File: config.mk
export PLATFORM = sky130hd
export DESIGN_NAME = noise_ema_subtract
export DESIGN_NICKNAME = d
export VERILOG_FILES = /design/src/rtl/noise_ema_subtract.sv
export SDC_FILE = /design/constraint.sdc
export NUM_CORES = 2
export LEC_CHECK = 0
export BUFFER_PORTS_ARGS = -buffer_cell sky130_fd_sc_hd__buf_2
export CORE_AREA = 5 5 329 331
export CTS_CLUSTER_SIZE = 10
export DETAILED_ROUTE_END_ITERATION = 7
export DIE_AREA = 0 0 334 336
export MAX_ROUTING_LAYER = met4
export PLACE_DENSITY = 0.68
export SYNTH_ARGS = -nofsm -noshare
export SYNTH_HDL_FRONTEND = slang
export SYNTH_SLANG_ARGS = --single-unit
File: constraint.sdc
create_clock -name clk -period 13.9 [get_ports clk]
set_input_delay 3.475 -clock clk [delete_from_list [all_inputs] [get_ports clk]]
set_output_delay 3.475 -clock clk [all_outputs]
set_load 0.05 [all_outputs]
File: src/rtl/noise_ema_subtract.sv
// noise_ema_subtract
//   Per-lane background (noise) estimator and subtractor for a multi-lane
//   sample stream. Each lane keeps an exponential moving average accumulator
//   bg[i] carrying SHIFT fraction bits. The integer estimate bg[i] >>> SHIFT is
//   subtracted from every accepted frame, and the difference is saturated back
//   to DW bits. Frames flagged with learn also update the accumulators.
//   The pipeline has two stages: S1 captures the frame and its estimate, and
//   S2 does the subtraction and saturation into registered outputs.
//
// Ports
//   clk        in   sole clock, rising edge
//   rst        in   synchronous active-high reset
//   in_valid   in   input frame valid
//   in_ready   out  frame accepted this cycle when in_valid is also high
//   in_data    in   LANES x DW signed samples, lane i at [DW*i +: DW]
//   learn      in   accepted frame also updates the noise estimate
//   clear_bg   in   zero all accumulators and the learn counter
//   out_valid  out  output frame valid
//   out_ready  in   downstream accepts the output frame
//   out_data   out  noise-removed saturated samples, same packing as in_data
//   out_sat    out  per-lane flag, set when that lane was clipped
//   bg_valid   out  learn counter has reached LEARN_MIN
module noise_ema_subtract #(
    parameter int LANES     = 16,
    parameter int DW        = 8,
    parameter int SHIFT     = 4,
    parameter int NW        = 16,
    parameter int LEARN_MIN = 64
) (
    input  logic                  clk,
    input  logic                  rst,
    input  logic                  in_valid,
    output logic                  in_ready,
    input  logic [LANES*DW-1:0]   in_data,
    input  logic                  learn,
    input  logic                  clear_bg,
    output logic                  out_valid,
    input  logic                  out_ready,
    output logic [LANES*DW-1:0]   out_data,
    output logic [LANES-1:0]      out_sat,
    output logic                  bg_valid
);

    localparam int CW = $clog2(LEARN_MIN + 1);
    // The difference is formed one bit wider than the accumulator, so it
    // cannot overflow for any sample/estimate pair.
    localparam int XW = NW + 1;
    localparam logic signed [XW-1:0] SAT_HI = XW'((1 << (DW - 1)) - 1);
    localparam logic signed [XW-1:0] SAT_LO = ~SAT_HI;

    logic signed [NW-1:0] bg_q     [LANES];
    logic [CW-1:0]        cnt_q;

    logic                 s1_valid_q;
    logic signed [DW-1:0] s1_x_q   [LANES];
    logic signed [NW-1:0] s1_est_q [LANES];

    logic                 out_valid_q;
    logic [LANES*DW-1:0]  out_data_q;
    logic [LANES-1:0]     out_sat_q;

    logic                 s2_adv;
    logic                 accept;

    logic signed [DW-1:0] lane_x   [LANES];
    logic signed [NW-1:0] est      [LANES];
    logic signed [NW-1:0] bg_d     [LANES];
    logic signed [XW-1:0] diff     [LANES];
    logic [LANES*DW-1:0]  sat_data_d;
    logic [LANES-1:0]     sat_flag_d;

    // in_ready depends only on registered state and out_ready.
    assign s2_adv   = !out_valid_q || out_ready;
    assign in_ready = !s1_valid_q || s2_adv;
    assign accept   = in_valid && in_ready;

    assign out_valid = out_valid_q;
    assign out_data  = out_data_q;
    assign out_sat   = out_sat_q;
    assign bg_valid  = (cnt_q == CW'(LEARN_MIN));

    always_comb begin
        sat_data_d = '0;
        sat_flag_d = '0;
        for (int unsigned i = 0; i < LANES; i++) begin
            lane_x[i] = $signed(in_data[DW*i +: DW]);
            est[i]    = bg_q[i] >>> SHIFT;
            bg_d[i]   = bg_q[i] + {{(NW-DW){lane_x[i][DW-1]}}, lane_x[i]} - est[i];

            diff[i] = {{(XW-DW){s1_x_q[i][DW-1]}}, s1_x_q[i]}
                    - {s1_est_q[i][NW-1], s1_est_q[i]};
            if (diff[i] > SAT_HI) begin
                sat_data_d[DW*i +: DW] = SAT_HI[DW-1:0];
                sat_flag_d[i]          = 1'b1;
            end else if (diff[i] < SAT_LO) begin
                sat_data_d[DW*i +: DW] = SAT_LO[DW-1:0];
                sat_flag_d[i]          = 1'b1;
            end else begin
                sat_data_d[DW*i +: DW] = diff[i][DW-1:0];
            end
        end
    end

    always_ff @(posedge clk) begin
        if (rst) begin
            s1_valid_q  <= 1'b0;
            out_valid_q <= 1'b0;
            out_data_q  <= '0;
            out_sat_q   <= '0;
            cnt_q       <= '0;
            for (int unsigned i = 0; i < LANES; i++) begin
                bg_q[i]     <= '0;
                s1_x_q[i]   <= '0;
                s1_est_q[i] <= '0;
            end
        end else begin
            // S1: the estimate is captured from bg before this frame's update.
            if (accept) begin
                s1_valid_q <= 1'b1;
                for (int unsigned i = 0; i < LANES; i++) begin
                    s1_x_q[i]   <= lane_x[i];
                    s1_est_q[i] <= est[i];
                end
            end else if (s2_adv) begin
                s1_valid_q <= 1'b0;
            end

            // S2: holds its contents while stalled by the downstream.
            if (s2_adv) begin
                out_valid_q <= s1_valid_q;
                if (s1_valid_q) begin
                    out_data_q <= sat_data_d;
                    out_sat_q  <= sat_flag_d;
                end
            end

            // Estimator: clear_bg takes priority over a same-cycle learn frame.
            if (clear_bg) begin
                cnt_q <= '0;
                for (int unsigned i = 0; i < LANES; i++) begin
                    bg_q[i] <= '0;
                end
            end else if (accept && learn) begin
                if (cnt_q != CW'(LEARN_MIN)) begin
                    cnt_q <= cnt_q + 1'b1;
                end
                for (int unsigned i = 0; i < LANES; i++) begin
                    bg_q[i] <= bg_d[i];
                end
            end
        end
    end

endmodule

==> flow_summary_export.csv <==
group,metric,value,unit
clock_tree,cts_buffer_depth,3,
global_route,grt_pass1_wl,195000,um
route,first_iter_violations,2279,
sta,maxSlewViolCount,0,
sta,tightest_slew,1.11,ns
synthesis,synth_cell_types,78,
global_route,antenna_found_initial,5,
sta,setup_ws,6.03,ns
sta,tns,0,ns
sta,finalCritPeriodShare,56.6,%
clock_tree,cts_tree,"built",
synthesis,synth_area,53100,sq um
setup_path,worstPathRequired,10.43,ns
floorplan,row_count,119,
sta,hold_viol,0,
synthesis,synth_top_cell_area_share,31.6,%
place,globalplace.congestion,0.874,
floorplan,die-area,112000,sq um
setup_path,crit_family,"simple AND/OR/NAND/NOR gates",
power_and_ir_drop,vdd_drop_max,0.100,mV
setup_path,critPathSlowestCell,"nor2b_1",
global_route,grt-ovfl-total,0,
floorplan,die_h,336,um
outcome,status,"finished clean",
final_layout,finalNonFillerCells,7424,
synthesis,async_reset_ff_share,0,%
route,dr_total_vias,38900,
setup_path,cp-end-kind,"output port",
place,place_area,56100,sq um
clock_tree,post-cts-setup-buffers,0,
flow_run,maxCapViolations,0,
setup_path,cpMostUsedCell,"buf_2",
final_layout,seq_area,20200,sq um
synthesis,ys.flop_type,"edfxtp_1",
place,pre_cts_ws,6.03,ns
sta,slew_headroom,25.6,%
setup_path,crit_path_max_fanout,5,
final_layout,multi_input_area,28200,sq um
final_layout,area_growth,10.9,%
synthesis,synth_commonest_cells,"inv_1 (1,150), nor2_1 (562), edfxtp_1 (560)",
clock_tree,clk_latency,0.66,ns
setup_path,crit_buf_inv,2,
route,drc,0,
setup_path,cp-start-kind,"primary input",
global_route,grt_usage,21.8,%
synthesis,syn_nets,6544,
floorplan,num_io_pins,281,
route,wl,120000,um
synthesis,syn_inst,5688,
clock_tree,cts_buffers,90,
final_layout,final_cell_area,58900,sq um
synthesis,ys_seq_area_share,38.0,%
sta,fin_skew,0.0285,ns
floorplan,initial_core_util,50.7,%
sta,period_needed,7.87,ns
global_route,grt_pass1_vias,38600,
final_layout,final_core_util,56.2,%
final_layout,drive_above_1_share,8.25,%
synthesis,yosysTopAreaCell,"edfxtp_1",
place,io_buffers,280,
sta,setup_viol,0,
sta,fmax,127,MHz
clock_tree,root_buffer,"clkbuf_16",
route,drt-pass1-iter-count,5,
place,placedCellCount,7248,
final_layout,nNetsFinal,6805,
synthesis,synthTopCellsByArea,"edfxtp_1 (32%), ha_1 (11%), fa_1 (9.6%), inv_1 (8.1%), dfxtp_1 (6.4%)",
sta,whs,0.452,ns
place,hpwl,87700,um
route,wl_per_cell,16.1,um
clock_tree,cts_sinks,729,
power_and_ir_drop,power.leakage,26.7,nW
synthesis,synth_most_common_cell,"inv_1",
clock_tree,ctsResizeCount,0,
synthesis,synth-seq-cells,729,
floorplan,die_w,334,um
power_and_ir_drop,totalPowerFinal,7.90,mW
synthesis,synth_edf_count,560,
sta,rsz0062_at_grt,"no",
final_layout,nFillCells,9246,
floorplan,core_area,105000,sq um
route,viasPerCell,5.24,
power_and_ir_drop,cellPowerDensity,134,nW/um^2
clock_tree,cts.clk_slew.worst_paths,0.06,ns
global_route,grt_max_degree,165,
setup_path,max_stage_delay,0.34,ns
synthesis,yosysWarnings,0,
setup_path,worstSetupPathType,"primary input to output port",
setup_path,path_cells,"buf_2 -> nor2b_1 -> nand2_1 -> buf_2",
clock_tree,hold_buffers,0,
worst_hold_path,hp-class,"flop to flop",
route,final_antenna_net_count,0,
clock_tree,htree_levels,3,
setup_path,crit_arrival,4.40,ns
synthesis,avgSynthCellArea,9.34,sq um
-- worst min-delay path, cell delays in order (launching register included) --
cell     delay, ns
dfxtp_1       0.31
nand2_1       0.05
a21oi_1       0.05
-- where the power goes --
part / switching [mW] / internal [mW] / leakage, nW
Clock: 0.934 / 1.33 / 1.37
Combinational: 1.78 / 1.21 / 17.7
Sequential: 0.101 / 2.54 / 7.64
Total: 2.82 / 5.08 / 26.7
-- cell usage in the layout (no fill, tap or decap), drive strengths merged, types with 23 or more instances in the layout --
cell type | synthesis | routed
inv | 1150 | 1154
nor2 | 562 | 562
edfxtp | 560 | 560
ha | 466 | 466
nor3 | 315 | 315
buf | 9 | 304
o21ai | 291 | 291
a21oi | 288 | 288
fa | 256 | 256
nand2 | 254 | 254
xnor2 | 184 | 184
dfxtp | 169 | 169
clkbuf | 126 | 155
xor2 | 130 | 130
nor2b | 95 | 95
nand2b | 84 | 84
nand3 | 72 | 72
a21o | 70 | 70
o21a | 63 | 63
or3 | 45 | 45
a211oi | 37 | 37
and3 | 36 | 36
a31oi | 30 | 30
o41ai | 30 | 30
o21bai | 24 | 24
a21boi | 24 | 24
and2 | 23 | 23
-- final cells by class --
class / instances / share of cell area [%]
inverter: 1150 / 7.33
clock inverter: 14 / 0.238
sequential: 729 / 34.3
tap: 1391 / 2.95
timing repair buffer: 304 / 2.74
multi-input combinational: 3674 / 47.9
clock buffer: 155 / 4.56
antenna: 7 / 0.0297
-- per-layer routing --
layer	up-vias	share of wire (%)	GRT usage [%]
met3	146	4.5	2.85
met2	616	48	37.0
li1	19700	-	-
met5	-	0	-
met4	0	2.1	5.35
met1	18400	45	28.1
-- sequential cells by signal (all words and copies together), names as in the netlist --
name        flops
s1_est_q      192
s1_x_q        128
out_valid       1
out_data      128
out_sat        16
bg_q          256
s1_valid_q      1
cnt_q           7
-- cell families (layout without fill, tap and decap cells) --
logic type	after synthesis	in the layout	synth area share, %
buffers and inverters	1285	1623	9.08
DFF	729	729	38.0
and+or+nand+nor	1554	1554	13.7
adders and majority gates	722	722	20.6
xor gates and xnor gates	314	314	5.18
muxes	20	20	0.381
other	0	7	0
AOI/OAI and AO/OA	1064	1064	13.0
-- final timing paths --
kind | from | end | slack [ns] | cells after the start
max | out_ready | in_ready | 6.03 | 4
max reg2reg | out_valid | bg_q[0][110] | 9.86 | 10
min reg2reg | bg_q[0][3] | bg_q[0][3] | 0.45 | 2
min | bg_q[0][3] | bg_q[0][3] | 0.45 | 2
Power figures use the tool's default switching activity.
